**src/rtl/soc_axi_arb_pkg.sv**
```systemverilog
// soc_axi_arb_pkg: shared definitions for the two-requester AXI4 arbiter.
//   - Packed channel widths used to mux whole AXI channels as one vector.
//   - Write and read FSM state encodings.
package soc_axi_arb_pkg;

  // {addr, id, len, burst}
  localparam int AW_CH_W = 46;
  // {data, strb, last}
  localparam int W_CH_W  = 37;
  // {resp, id}
  localparam int B_CH_W  = 6;
  // {addr, id, len, burst}
  localparam int AR_CH_W = 46;
  // {data, resp, id, last}
  localparam int R_CH_W  = 39;

  typedef enum logic [1:0] {
    W_IDLE = 2'd0,
    W_ADDR = 2'd1,
    W_DATA = 2'd2,
    W_RESP = 2'd3
  } wr_state_t;

  typedef enum logic [1:0] {
    R_IDLE = 2'd0,
    R_ADDR = 2'd1,
    R_DATA = 2'd2
  } rd_state_t;

endpackage

```
**src/rtl/soc_axi_arb_pick.sv**
```systemverilog
// soc_axi_arb_pick: 2-way combinational request picker.
//   req[1:0] : request from port1/port0
//   last     : port served most recently (0 = port0, 1 = port1)
//   rr_en    : 1 = round-robin on contention, 0 = port0 always wins
//   grant    : selected port (only meaningful when req != 0)
module soc_axi_arb_pick (
  input  logic [1:0] req,
  input  logic       last,
  input  logic       rr_en,
  output logic       grant
);

  always_comb begin
    grant = 1'b0;
    case (req)
      2'b10:   grant = 1'b1;
      2'b11:   grant = rr_en ? ~last : 1'b0;
      default: grant = 1'b0;
    endcase
  end

endmodule

```
**src/rtl/soc_axi_arb.sv**
```systemverilog
// soc_axi_arb: shares one downstream AXI4 master port between two requesters.
// Read and write directions are arbitrated independently; each direction
// holds its grant from address phase through the final response, so at most
// one transaction per direction is in flight. Responses are steered by the
// grant register and IDs pass through untouched.
//   clk_i, rst_i      : clock, synchronous active-high reset
//   inport0_* / 1_*   : AXI4 slave-side ports facing the two requesters
//   outport_*         : shared AXI4 master-side port
//   ARB_ROUND_ROBIN   : 1 = round-robin on contention, 0 = port0 priority
module soc_axi_arb
  import soc_axi_arb_pkg::*;
#(
  parameter int unsigned ARB_ROUND_ROBIN = 1
) (
  input  logic        clk_i,
  input  logic        rst_i,
  input  logic        inport0_awvalid_i,
  input  logic [31:0] inport0_awaddr_i,
  input  logic [3:0]  inport0_awid_i,
  input  logic [7:0]  inport0_awlen_i,
  input  logic [1:0]  inport0_awburst_i,
  output logic        inport0_awready_o,
  input  logic        inport0_wvalid_i,
  input  logic [31:0] inport0_wdata_i,
  input  logic [3:0]  inport0_wstrb_i,
  input  logic        inport0_wlast_i,
  output logic        inport0_wready_o,
  input  logic        inport0_bready_i,
  output logic        inport0_bvalid_o,
  output logic [1:0]  inport0_bresp_o,
  output logic [3:0]  inport0_bid_o,
  input  logic        inport0_arvalid_i,
  input  logic [31:0] inport0_araddr_i,
  input  logic [3:0]  inport0_arid_i,
  input  logic [7:0]  inport0_arlen_i,
  input  logic [1:0]  inport0_arburst_i,
  output logic        inport0_arready_o,
  input  logic        inport0_rready_i,
  output logic        inport0_rvalid_o,
  output logic [31:0] inport0_rdata_o,
  output logic [1:0]  inport0_rresp_o,
  output logic [3:0]  inport0_rid_o,
  output logic        inport0_rlast_o,
  input  logic        inport1_awvalid_i,
  input  logic [31:0] inport1_awaddr_i,
  input  logic [3:0]  inport1_awid_i,
  input  logic [7:0]  inport1_awlen_i,
  input  logic [1:0]  inport1_awburst_i,
  output logic        inport1_awready_o,
  input  logic        inport1_wvalid_i,
  input  logic [31:0] inport1_wdata_i,
  input  logic [3:0]  inport1_wstrb_i,
  input  logic        inport1_wlast_i,
  output logic        inport1_wready_o,
  input  logic        inport1_bready_i,
  output logic        inport1_bvalid_o,
  output logic [1:0]  inport1_bresp_o,
  output logic [3:0]  inport1_bid_o,
  input  logic        inport1_arvalid_i,
  input  logic [31:0] inport1_araddr_i,
  input  logic [3:0]  inport1_arid_i,
  input  logic [7:0]  inport1_arlen_i,
  input  logic [1:0]  inport1_arburst_i,
  output logic        inport1_arready_o,
  input  logic        inport1_rready_i,
  output logic        inport1_rvalid_o,
  output logic [31:0] inport1_rdata_o,
  output logic [1:0]  inport1_rresp_o,
  output logic [3:0]  inport1_rid_o,
  output logic        inport1_rlast_o,
  output logic        outport_awvalid_o,
  output logic [31:0] outport_awaddr_o,
  output logic [3:0]  outport_awid_o,
  output logic [7:0]  outport_awlen_o,
  output logic [1:0]  outport_awburst_o,
  input  logic        outport_awready_i,
  output logic        outport_wvalid_o,
  output logic [31:0] outport_wdata_o,
  output logic [3:0]  outport_wstrb_o,
  output logic        outport_wlast_o,
  input  logic        outport_wready_i,
  input  logic        outport_bvalid_i,
  input  logic [1:0]  outport_bresp_i,
  input  logic [3:0]  outport_bid_i,
  output logic        outport_bready_o,
  output logic        outport_arvalid_o,
  output logic [31:0] outport_araddr_o,
  output logic [3:0]  outport_arid_o,
  output logic [7:0]  outport_arlen_o,
  output logic [1:0]  outport_arburst_o,
  input  logic        outport_arready_i,
  input  logic        outport_rvalid_i,
  input  logic [31:0] outport_rdata_i,
  input  logic [1:0]  outport_rresp_i,
  input  logic [3:0]  outport_rid_i,
  input  logic        outport_rlast_i,
  output logic        outport_rready_o
);

  wr_state_t wr_state_q, wr_state_d;
  rd_state_t rd_state_q, rd_state_d;
  logic      wr_grant_q, wr_grant_d, wr_last_q, wr_last_d;
  logic      rd_grant_q, rd_grant_d, rd_last_q, rd_last_d;
  logic      wr_pick, rd_pick;

  soc_axi_arb_pick u_wr_pick (
    .req   ({inport1_awvalid_i, inport0_awvalid_i}),
    .last  (wr_last_q),
    .rr_en (ARB_ROUND_ROBIN != 0),
    .grant (wr_pick)
  );

  soc_axi_arb_pick u_rd_pick (
    .req   ({inport1_arvalid_i, inport0_arvalid_i}),
    .last  (rd_last_q),
    .rr_en (ARB_ROUND_ROBIN != 0),
    .grant (rd_pick)
  );

  // Payload muxing by grant register; payload is don't-care while valid is low.
  logic [AW_CH_W-1:0] aw_ch0, aw_ch1;
  logic [W_CH_W-1:0]  w_ch0, w_ch1;
  logic [AR_CH_W-1:0] ar_ch0, ar_ch1;
  logic [B_CH_W-1:0]  b_ch;
  logic [R_CH_W-1:0]  r_ch;

  assign aw_ch0 = {inport0_awaddr_i, inport0_awid_i, inport0_awlen_i, inport0_awburst_i};
  assign aw_ch1 = {inport1_awaddr_i, inport1_awid_i, inport1_awlen_i, inport1_awburst_i};
  assign w_ch0  = {inport0_wdata_i, inport0_wstrb_i, inport0_wlast_i};
  assign w_ch1  = {inport1_wdata_i, inport1_wstrb_i, inport1_wlast_i};
  assign ar_ch0 = {inport0_araddr_i, inport0_arid_i, inport0_arlen_i, inport0_arburst_i};
  assign ar_ch1 = {inport1_araddr_i, inport1_arid_i, inport1_arlen_i, inport1_arburst_i};
  assign b_ch   = {outport_bresp_i, outport_bid_i};
  assign r_ch   = {outport_rdata_i, outport_rresp_i, outport_rid_i, outport_rlast_i};

  assign {outport_awaddr_o, outport_awid_o, outport_awlen_o, outport_awburst_o} =
    wr_grant_q ? aw_ch1 : aw_ch0;
  assign {outport_wdata_o, outport_wstrb_o, outport_wlast_o} = wr_grant_q ? w_ch1 : w_ch0;
  assign {outport_araddr_o, outport_arid_o, outport_arlen_o, outport_arburst_o} =
    rd_grant_q ? ar_ch1 : ar_ch0;
  assign {inport0_bresp_o, inport0_bid_o} = b_ch;
  assign {inport1_bresp_o, inport1_bid_o} = b_ch;
  assign {inport0_rdata_o, inport0_rresp_o, inport0_rid_o, inport0_rlast_o} = r_ch;
  assign {inport1_rdata_o, inport1_rresp_o, inport1_rid_o, inport1_rlast_o} = r_ch;

  logic wr_in_addr, wr_in_data, wr_in_resp, rd_in_addr, rd_in_data;
  assign wr_in_addr = (wr_state_q == W_ADDR);
  assign wr_in_data = (wr_state_q == W_DATA);
  assign wr_in_resp = (wr_state_q == W_RESP);
  assign rd_in_addr = (rd_state_q == R_ADDR);
  assign rd_in_data = (rd_state_q == R_DATA);

  // Handshake signals are gated by FSM state and grant.
  assign outport_awvalid_o = wr_in_addr & (wr_grant_q ? inport1_awvalid_i : inport0_awvalid_i);
  assign inport0_awready_o = wr_in_addr & ~wr_grant_q & outport_awready_i;
  assign inport1_awready_o = wr_in_addr &  wr_grant_q & outport_awready_i;
  assign outport_wvalid_o  = wr_in_data & (wr_grant_q ? inport1_wvalid_i : inport0_wvalid_i);
  assign inport0_wready_o  = wr_in_data & ~wr_grant_q & outport_wready_i;
  assign inport1_wready_o  = wr_in_data &  wr_grant_q & outport_wready_i;
  assign outport_bready_o  = wr_in_resp & (wr_grant_q ? inport1_bready_i : inport0_bready_i);
  assign inport0_bvalid_o  = wr_in_resp & ~wr_grant_q & outport_bvalid_i;
  assign inport1_bvalid_o  = wr_in_resp &  wr_grant_q & outport_bvalid_i;
  assign outport_arvalid_o = rd_in_addr & (rd_grant_q ? inport1_arvalid_i : inport0_arvalid_i);
  assign inport0_arready_o = rd_in_addr & ~rd_grant_q & outport_arready_i;
  assign inport1_arready_o = rd_in_addr &  rd_grant_q & outport_arready_i;
  assign outport_rready_o  = rd_in_data & (rd_grant_q ? inport1_rready_i : inport0_rready_i);
  assign inport0_rvalid_o  = rd_in_data & ~rd_grant_q & outport_rvalid_i;
  assign inport1_rvalid_o  = rd_in_data &  rd_grant_q & outport_rvalid_i;

  always_comb begin
    wr_state_d = wr_state_q;
    wr_grant_d = wr_grant_q;
    wr_last_d  = wr_last_q;
    case (wr_state_q)
      W_IDLE: if (inport0_awvalid_i | inport1_awvalid_i) begin
        wr_grant_d = wr_pick;
        wr_state_d = W_ADDR;
      end
      W_ADDR: if (outport_awvalid_o & outport_awready_i) wr_state_d = W_DATA;
      W_DATA: if (outport_wvalid_o & outport_wready_i & outport_wlast_o) wr_state_d = W_RESP;
      W_RESP: if (outport_bvalid_i & outport_bready_o) begin
        wr_last_d  = wr_grant_q;
        wr_state_d = W_IDLE;
      end
      default: wr_state_d = W_IDLE;
    endcase
  end

  always_comb begin
    rd_state_d = rd_state_q;
    rd_grant_d = rd_grant_q;
    rd_last_d  = rd_last_q;
    case (rd_state_q)
      R_IDLE: if (inport0_arvalid_i | inport1_arvalid_i) begin
        rd_grant_d = rd_pick;
        rd_state_d = R_ADDR;
      end
      R_ADDR: if (outport_arvalid_o & outport_arready_i) rd_state_d = R_DATA;
      R_DATA: if (outport_rvalid_i & outport_rready_o & outport_rlast_i) begin
        rd_last_d  = rd_grant_q;
        rd_state_d = R_IDLE;
      end
      default: rd_state_d = R_IDLE;
    endcase
  end

  // last_q starts at 1 so port0 wins the first contention after reset.
  always_ff @(posedge clk_i) begin
    if (rst_i) begin
      wr_state_q <= W_IDLE;
      wr_grant_q <= 1'b0;
      wr_last_q  <= 1'b1;
      rd_state_q <= R_IDLE;
      rd_grant_q <= 1'b0;
      rd_last_q  <= 1'b1;
    end else begin
      wr_state_q <= wr_state_d;
      wr_grant_q <= wr_grant_d;
      wr_last_q  <= wr_last_d;
      rd_state_q <= rd_state_d;
      rd_grant_q <= rd_grant_d;
      rd_last_q  <= rd_last_d;
    end
  end

endmodule
```
**config.mk**
```make
export PLATFORM = sky130hd
export DESIGN_NAME = soc_axi_arb
export DESIGN_NICKNAME = d
export VERILOG_FILES = /design/src/rtl/soc_axi_arb_pkg.sv /design/src/rtl/soc_axi_arb_pick.sv /design/src/rtl/soc_axi_arb.sv
export SDC_FILE = /design/constraint.sdc
export NUM_CORES = 1
export LEC_CHECK = 0
export CAP_MARGIN = 20
export CORE_AREA = 2 2 213 215
export DETAILED_ROUTE_END_ITERATION = 7
export DIE_AREA = 0 0 215 217
export HOLD_SLACK_MARGIN = 0.1
export SYNTH_ARGS = -nofsm -noshare
export SYNTH_HDL_FRONTEND = slang
export SYNTH_SLANG_ARGS = --single-unit
```
**constraint.sdc**
```tcl
create_clock -name clk_i -period 1.9 [get_ports clk_i]
set_input_delay 0.475 -clock clk_i [delete_from_list [all_inputs] [get_ports clk_i]]
set_output_delay 0.475 -clock clk_i [all_outputs]
set_load 0.01 [all_outputs]
```
Word level (Yosys, flattened, before mapping). Cells that the tools add are included.

Logic and storage cells: 87. Register bits after elaboration: 8. Input port bits: 320. Output and inout bits: 234.

Equality and inequality tests: 16. Multiplexer cells: 19. Reductions and logical operators: 8. Bitwise operators: 38.

Operators with widths (number): 2-to-1 mux 46 bit (2); 2-to-1 mux 37 bit (1); AND 1 bit (32); == test 2 bit, second input constant (7); 2-to-1 mux 2 bit (7); inequality test 2 x 1 -> 1 bit, second input constant (5); one-hot mux 2 bit (4 select lines) (1); AND reduction 2 bit (4); one-hot mux 2 bit (3 select lines) (1); 2-to-1 mux 1 bit (5); == test 2 x 1 -> 1 bit, second input constant (2); zero test 2 bit (2); inequality test 2 bit, second input constant (2); inverter 1 bit (4); one-hot mux 1 bit (2 select lines) (2); AND reduction 4 bit (1); AND reduction 3 bit (1); bitwise OR 1 bit (2).

Logic depth before layout (Yosys ltp). Gate-level depths: netlist of the first run.

Word-level depth: 6. Depth in mapped cells: 5.

Modules after synthesis. Synthesis of the first run repeated with hierarchy kept, for this count alone.

Cells, all modules: 317. Area, all modules: 2830.2 sq um.

By module, submodules not included: soc_axi_arb (instances 1, cells each 313, area an instance 2802.7 sq um, seq. area each 160.2 sq um); soc_axi_arb_pick (instances 2, cells each 2, area an instance 13.8 sq um, seq. area each 0.0 sq um).

Worst setup path before layout of the first run. No wires, ideal clock.

Path type: reg2out. Start point: register wr_grant_q. End point: output outport_wdata_o[16]. Arrival time: 1.217 ns. Setup slack: 0.208 ns. Cell stages (with the launch flop): 5. Data required time: 1.425 ns. Path through: dfxtp_1 buf_4 buf_4 buf_4 mux2_2.

Longest elaborated chain between the ends: 1.

RTL lines: start, declared (line soc_axi_arb.sv:102) `logic wr_grant_q, wr_grant_d, wr_last_q, wr_last_d;`; start signal, assigned (line soc_axi_arb.sv:218) `wr_grant_q <= wr_grant_d;`; 2-to-1 mux 37 bit (line soc_axi_arb.sv:138) `assign {outport_wdata_o, outport_wstrb_o, outport_wlast_o} = wr_grant_q ? w_ch1 : w_ch0;`; end, declared (line soc_axi_arb.sv:78) `output logic [31:0] outport_wdata_o,`.

Every way passes these cells.

Worst setup path in the final report of the first run.
Start point: register wr_grant_q. End point: output outport_awaddr_o[28].

Longest elaborated chain between the ends: 1.

RTL lines: 2-to-1 mux 46 bit (line soc_axi_arb.sv:137) `wr_grant_q ? aw_ch1 : aw_ch0;`; end, declared (line soc_axi_arb.sv:72) `output logic [31:0] outport_awaddr_o,`.

Every way passes these cells.

==> impl_results.md, run 1 <==
- Outcome: complete, but fails checks
- Failing checks: negative setup slack
- Worst Hold Slack: about 0.55 ns
- Clock slew at reported path FFs: 0.05 ns
- #FFs+latches synth: 8
- Max Fanout on Critical Path: 6
- First-pass GRT wire length: 25.9 mm
- Final WL: 19.0 mm
- WL/cell: approximately 14 um
- Routed Antenna Nets: 0
- Switching Fraction: 0.327
- Pin count of the biggest net entering global routing: 11
- Cell Area, Synth: 2860 um^2
- Synthesized netlist cell count: 316
- Nets: roughly 1000
- Synthesized Nets: 641
- Fin crit share: 1.07
- CP Class: reg -> out
- Dpl cells: 1273
- Overflow after GRT: 0
- Gr usage total: 0.0733
- CTS root buf: clkbuf_16
- Crit path to: outport_awaddr_o[28]
- Maximum vdd drop: roughly 0.00021 V
- Slew Limit Fails: 0
- Final WS setup: -0.133 ns
- TritonCTS clock tree: done
- Max Clock Skew: 0.000359 ns
- Sequential cell fraction of total power: 0.057
- Final core occ: 0.192
- Hold Crit Class: reg -> reg
- Critical path launch point type: flop
- Arrival time worst endpoint: 1.56 ns
- Vias in the first global route: 4216
- DR iter-0 viols: 48
- Number of CTS-inserted buffers: 3
- Clock share of power: 0.094
- Reg2reg end: rd_last_q
- Setup Viol. Count Final: 47
- Clk sinks: 8
- Max-cap violation count: 0
- Drt pass-1 iters: 3
- Tmin final: 2.03 ns
- Layout area overhead: 201%
- Sequential area share after synthesis: 0.0559
- Worst-Skew Late Latency: 0.23 ns
- Slew @ Worst Pin: 0.208 ns
- Sw Pwr: 1.34 mW
- Max-Slew Margin vs Limit: 0.860
- RR Startpoint: rd_grant_q
- Initial Util: 0.0640
- Pwr per Cell Area: 476 nW/um^2
- R2R depth: 9
- Netlist cell types: 33
- Die footprint: 46700 um^2
- Site Rows: 78
- CP Launch Point: wr_grant_q
- Via count: roughly 4000
- CP Capture Type: output port
- Yosys warning total: 0
- P_leak: 3.60 nW
- CTS max path bufs: 2
- Fillers: 4964
- Remaining DRCs: 0
- Diode count: 0
- RSZ-0062 raised after global routing: yes
- Die Ht: 217 um
- Core area: 44700 um^2
- Comb power frac: 0.849
- Share of cells above drive strength 1: 0.518
- Pre-CTS WS: -0.487 ns
- GPL Wtd Cong: 0.756
- Hold Violations, Final: 0
- Maximum clock rate: 492 MHz
- Via-to-Cell Ratio: 3.01
- Io pins: 554
- Hold Crit Start: rd_last_q
- H-Tree Depth: 1
- Mapped Avg Cell Area: 9.06 um^2
- IO Port Bufs: 421
- R2R Setup Slk: 0.11 ns
- Required time worst endpoint: 1.42 ns
- Die W: 215 um
- Internal: approximately 2.8 mW
- DP Wirelength: around 15 mm
- Fin cells: 1322
- Initial antenna violation count: 0
- Hold_buf cts: 0
-- cell type report --
type / instances / area [um^2] / share of cell area
flip-flops and latches: 8 / 168 / 0.0195
multi-input cells: 192 / 2330 / 0.271
clock buffers: 4 / 78.8 / 0.00916
repair buffers: 509 / 5240 / 0.610
inverters: 9 / 33.8 / 0.00393
well taps: 600 / 751 / 0.0873
-- timing repair --
item,CTS,global route
endpoints found under the setup margin,148,133
buffers inserted,40,9
pin swaps,3,1
resized for setup,746,85
cloned,9,0
-- power groups by stage --
| stage | logic (mW) | clock network (mW) | registers [mW] |
|---|---|---|---|
| floorplan | 1.21 | 0 | 0.230 |
| global placement | 2.65 | 0 | 0.274 |
| detailed placement | 2.67 | 0 | 0.275 |
| CTS | 3.43 | 0.407 | 0.233 |
| global route | 3.69 | 0.418 | 0.237 |
| finish | 3.47 | 0.385 | 0.232 |
-- layout by cell type, fill, tap and decap left out, types with 3 or more instances in the layout --
| cell | n |
|---|---|
| clkbuf_2 | 6 |
| nand2_1 | 7 |
| buf_4 | 36 |
| buf_16 | 5 |
| nor2_1 | 11 |
| inv_1 | 8 |
| mux2_2 | 33 |
| dlygate4sd2_1 | 13 |
| buf_6 | 122 |
| clkdlybuf4s50_1 | 269 |
| buf_8 | 7 |
| clkbuf_16 | 3 |
| nor2b_1 | 5 |
| mux2_4 | 96 |
| buf_12 | 16 |
| mux2i_1 | 4 |
| nand2b_1 | 4 |
| buf_2 | 31 |
| dfxtp_1 | 6 |
-- cell families after synthesis --
kind of cell             after synthesis  synth area share
adder cells (fa/ha/maj)                5            0.0219
multiplexers                         136             0.533
flip-flops                             8            0.0559
buffers and inverters                116             0.281
AND/OR/NAND/NOR                       38            0.0730
AO/OA/AOI/OAI                         13            0.0345
-- Yosys cell counts --
cell	n	area (um^2)
nor3b_1	1	7.51
a22oi_1	1	7.51
inv_1	9	33.8
nand2b_1	4	25.0
nand3_1	1	5.00
a2bb2oi_1	1	8.76
nor2_1	11	41.3
and3_1	2	12.5
nor3_1	1	5.00
o2111a_2	1	12.5
o31ai_1	1	7.51
o21ai_1	1	5.00
o21ai_0	1	5.00
buf_4	95	713
ha_1	5	62.6
a21oi_1	1	5.00
mux2_2	128	1440
mux2i_1	7	70.1
nand2_1	8	30.0
nor4bb_1	1	10.0
nor2b_1	5	31.3
buf_1	1	3.75
and4_1	1	8.76
a211o_1	1	8.76
and4b_1	1	10.0
a31oi_1	1	6.26
dfxtp_1	8	160
o21bai_1	2	15.0
mux2_4	1	15.0
nor4_2	1	12.5
nor3_2	1	10.0
buf_2	11	55.1
a32oi_1	2	17.5
-- flip-flops by register name, indices dropped and copies added, names as in the netlist --
name	flops
wr_last_q	1
rd_state_q	2
wr_state_q	2
rd_grant_q	1
rd_last_q	1
wr_grant_q	1
-- worst max-delay path, stage by stage, from the launching register on --
cell	delay, ns
dfxtp_4	0.37
buf_6	0.12
buf_8	0.13
buf_12	0.13
buf_12	0.12
mux2_4	0.31
buf_6	0.13
-- routing by layer --
layer,share of wire,track usage
met1,0.37,0.0789
met2,0.49,0.135
met3,0.12,0.0321
met4,0.014,0.0110
met5,0,0
-- worst min-delay path by stage --
stage	to	slack (ns)	depth (start not counted)
floorplan	wr_state_q[1]	0.48	2
global placement	rd_grant_q	0.54	3
detailed placement	rd_grant_q	0.55	3
CTS	rd_grant_q	0.55	3
global route	rd_grant_q	0.59	3
finish	rd_grant_q	0.55	3
-- metrics by stage --
step                      setup TNS [ns]  instance area, um^2  power (mW)
after global routing               -5.28                 8600        4.35
after global placement            -34.00                 7430        2.92
final                              -2.61                 8600        4.09
after detailed placement          -34.36                 7430        2.94
after floorplan                        0                 2860        1.44
after CTS                          -6.25                 8460        4.07
No activity file was read; power rests on OpenSTA's default activity.
==> run 2: changes to the inputs <==
Settings changed: CORE_AREA 2 2 213 215 to 2 2 216 218, DIE_AREA 0 0 215 217 to 0 0 218 220.
Clock period 1.9 ns to 2.6 ns, I/O delays scaled along.
==> run 2 against run 1 <==
Compared with the run above: power is 41% lower; global-route usage is 0.73 points lower; final cell count is 4.5% lower; largest cell class unchanged; clock power is 25% lower; die area is 2.8% higher; worst hold slack worse by 0.021 ns; the flow now finishes without violations; combinational power is 44% lower.
==> impl_results.md, run 2 (same netlist as run 1, synthesis figures left out) <==
- Via-to-Cell Ratio: 2.89
- H-Tree Depth: 1
- Hold Violations, Final: 0
- Worst-Skew Late Latency: 0.25 ns
- Share of cells above drive strength 1: 0.259
- WL/cell: 14.0 um
- Pre-CTS WS: -0.0955 ns
- Overflow after GRT: 0
- Vias in the first global route: 3670
- R2R depth: 7
- Max-Slew Margin vs Limit: 0.624
- Initial Util: 0.0624
- Critical-path top delay cell: clkdlybuf4s50_1
- CP Capture Type: output port
- IO Port Bufs: 421
- Remaining DRCs: 0
- Layout area overhead: 161%
- Largest regs: rd_state_q (2), wr_state_q (2)
- Cells along the critical path: clkdlybuf4s50_1, mux2_2, clkdlybuf4s50_1
- Critical path launch point type: input port
- Die footprint: 48000 um^2
- Most used cell, CP: clkdlybuf4s50_1
- Nets: 979
- Most frequent cells in the layout: clkdlybuf4s50_1 (398), mux2_2 (128), buf_4 (16)
- Clk sinks: 8
- DP Wirelength: around 16 mm
- Io pins: 554
- Commonest non-fill, non-tap cell in the layout: clkdlybuf4s50_1
- Max Fanout on Critical Path: 1
- GPL Wtd Cong: 0.709
- CP Class: in -> out
- Max-cap violation count: 0
- Die W: 218 um
- Clock slew at reported path FFs: 0.04 ns
- Gr usage total: 0.0660
- Via count: 3645
- Routed Antenna Nets: 0
- Slew @ Worst Pin: 0.562 ns
- Hold Crit Class: reg -> reg
- DR iter-0 viols: 61
- Final WS setup: 0.0531 ns
- Initial antenna violation count: 2
- Fillers: 5144
- Setup Viol. Count Final: 0
- Site Rows: 79
- Critical Path Max Stage Delay: 0.54 ns
- Fin crit share: 0.980
- Max Clock Skew: about 0.00064 ns
- Final WL: 17.7 mm
- Slew Limit Fails: 0
- Pwr per Cell Area: 323 nW/um^2
- Number of CTS-inserted buffers: 3
- Maximum vdd drop: 0.000176 V
- Arrival time worst endpoint: 1.90 ns
- Worst Hold Slack: 0.531 ns
- P_leak: 2.71 nW
- Die Ht: 220 um
- CTS root buf: clkbuf_16
- Hold path cells: 2
- Core area: between 40000 and 50000 um^2
- Required time worst endpoint: 1.95 ns
- Pin count of the biggest net entering global routing: 39
- Final core occ: 0.163
- RSZ-0062 raised after global routing: no
- First-pass GRT wire length: about 23 mm
- Outcome: complete, no violations
- TritonCTS clock tree: done
- Tmin final: 2.55 ns
- Maximum clock rate: 393 MHz
- Drt pass-1 iters: 4
- CTS max path bufs: 2
-- run 2: cell types whose count changed in the layout (fill, tap and decap cells not counted), sizes merged, moves of 3 or more --
| cell | delta |
|---|---|
| buf | -186 |
| clkdlybuf4s50 | +129 |
| dlygate4sd2 | -7 |
| clkbuf | -6 |
| dlymetal6s2s | +4 |
| clkdlybuf4s15 | -3 |
-- run 2: power breakdown --
group          internal [mW]  switching (mW)  leakage (nW)
clock network          0.206          0.0823        0.0382
registers              0.149          0.0392        0.0669
logic                   1.24           0.693          2.61
-- run 2: repair_timing --
item / in CTS / in global routing
buffers inserted: 0 / 4
hold buffers: 0 / 0
endpoints found under the setup margin: 8 / 12
resized for setup: 7 / 5
-- run 2: critical path: cells and delay by family --
family                 cells  cell delay, ns
buffers and inverters      2            0.96
multiplexers               1            0.29
-- run 2: per-layer routing --
layer / routed length [um] / GRT usage
met4: 212 / 0.00635
met2: 9070 / 0.129
met3: 2640 / 0.0353
met5: 0 / 0
met1: 5800 / 0.0621
-- run 2: final cells by class --
class                           instances  area (um^2)  area share
Timing Repair Buffer                  440         4520       0.606
Inverter                                9         33.8     0.00453
Antenna cell                            2         5.00    0.000671
Multi-Input combinational cell        192         1900       0.255
Sequential cell                         8          165      0.0221
Clock buffer                            4         78.8      0.0106
Tap cell                              607          759       0.102
-- run 2: path summary, 6_finish.rpt --
kind	from	to	slack, ns
setup / recovery	inport1_wdata_i[31]	outport_wdata_o[31]	0.05
hold / removal	wr_state_q[0]	wr_state_q[0]	0.53
setup reg to reg	wr_grant_q	wr_state_q[0]	0.74
hold reg to reg	wr_state_q[0]	wr_state_q[0]	0.53
-- run 2: metrics by stage --
| stage | area (um^2) | TNS, ns | std cells | power, mW |
|---|---|---|---|---|
| 6_report | 7460 | 0 | 1262 | 2.41 |
| 5_1_grt | 7460 | 0 | 1260 | 2.58 |
| 4_1_cts | 7410 | 0 | 1256 | 2.47 |
| 3_5_place_dp | 7340 | -0.371 | 1252 | 2.15 |
| 3_3_place_gp | 7340 | -0.234 | 1252 | 2.14 |
| 2_1_floorplan | 2860 | 0 | 316 | 1.05 |
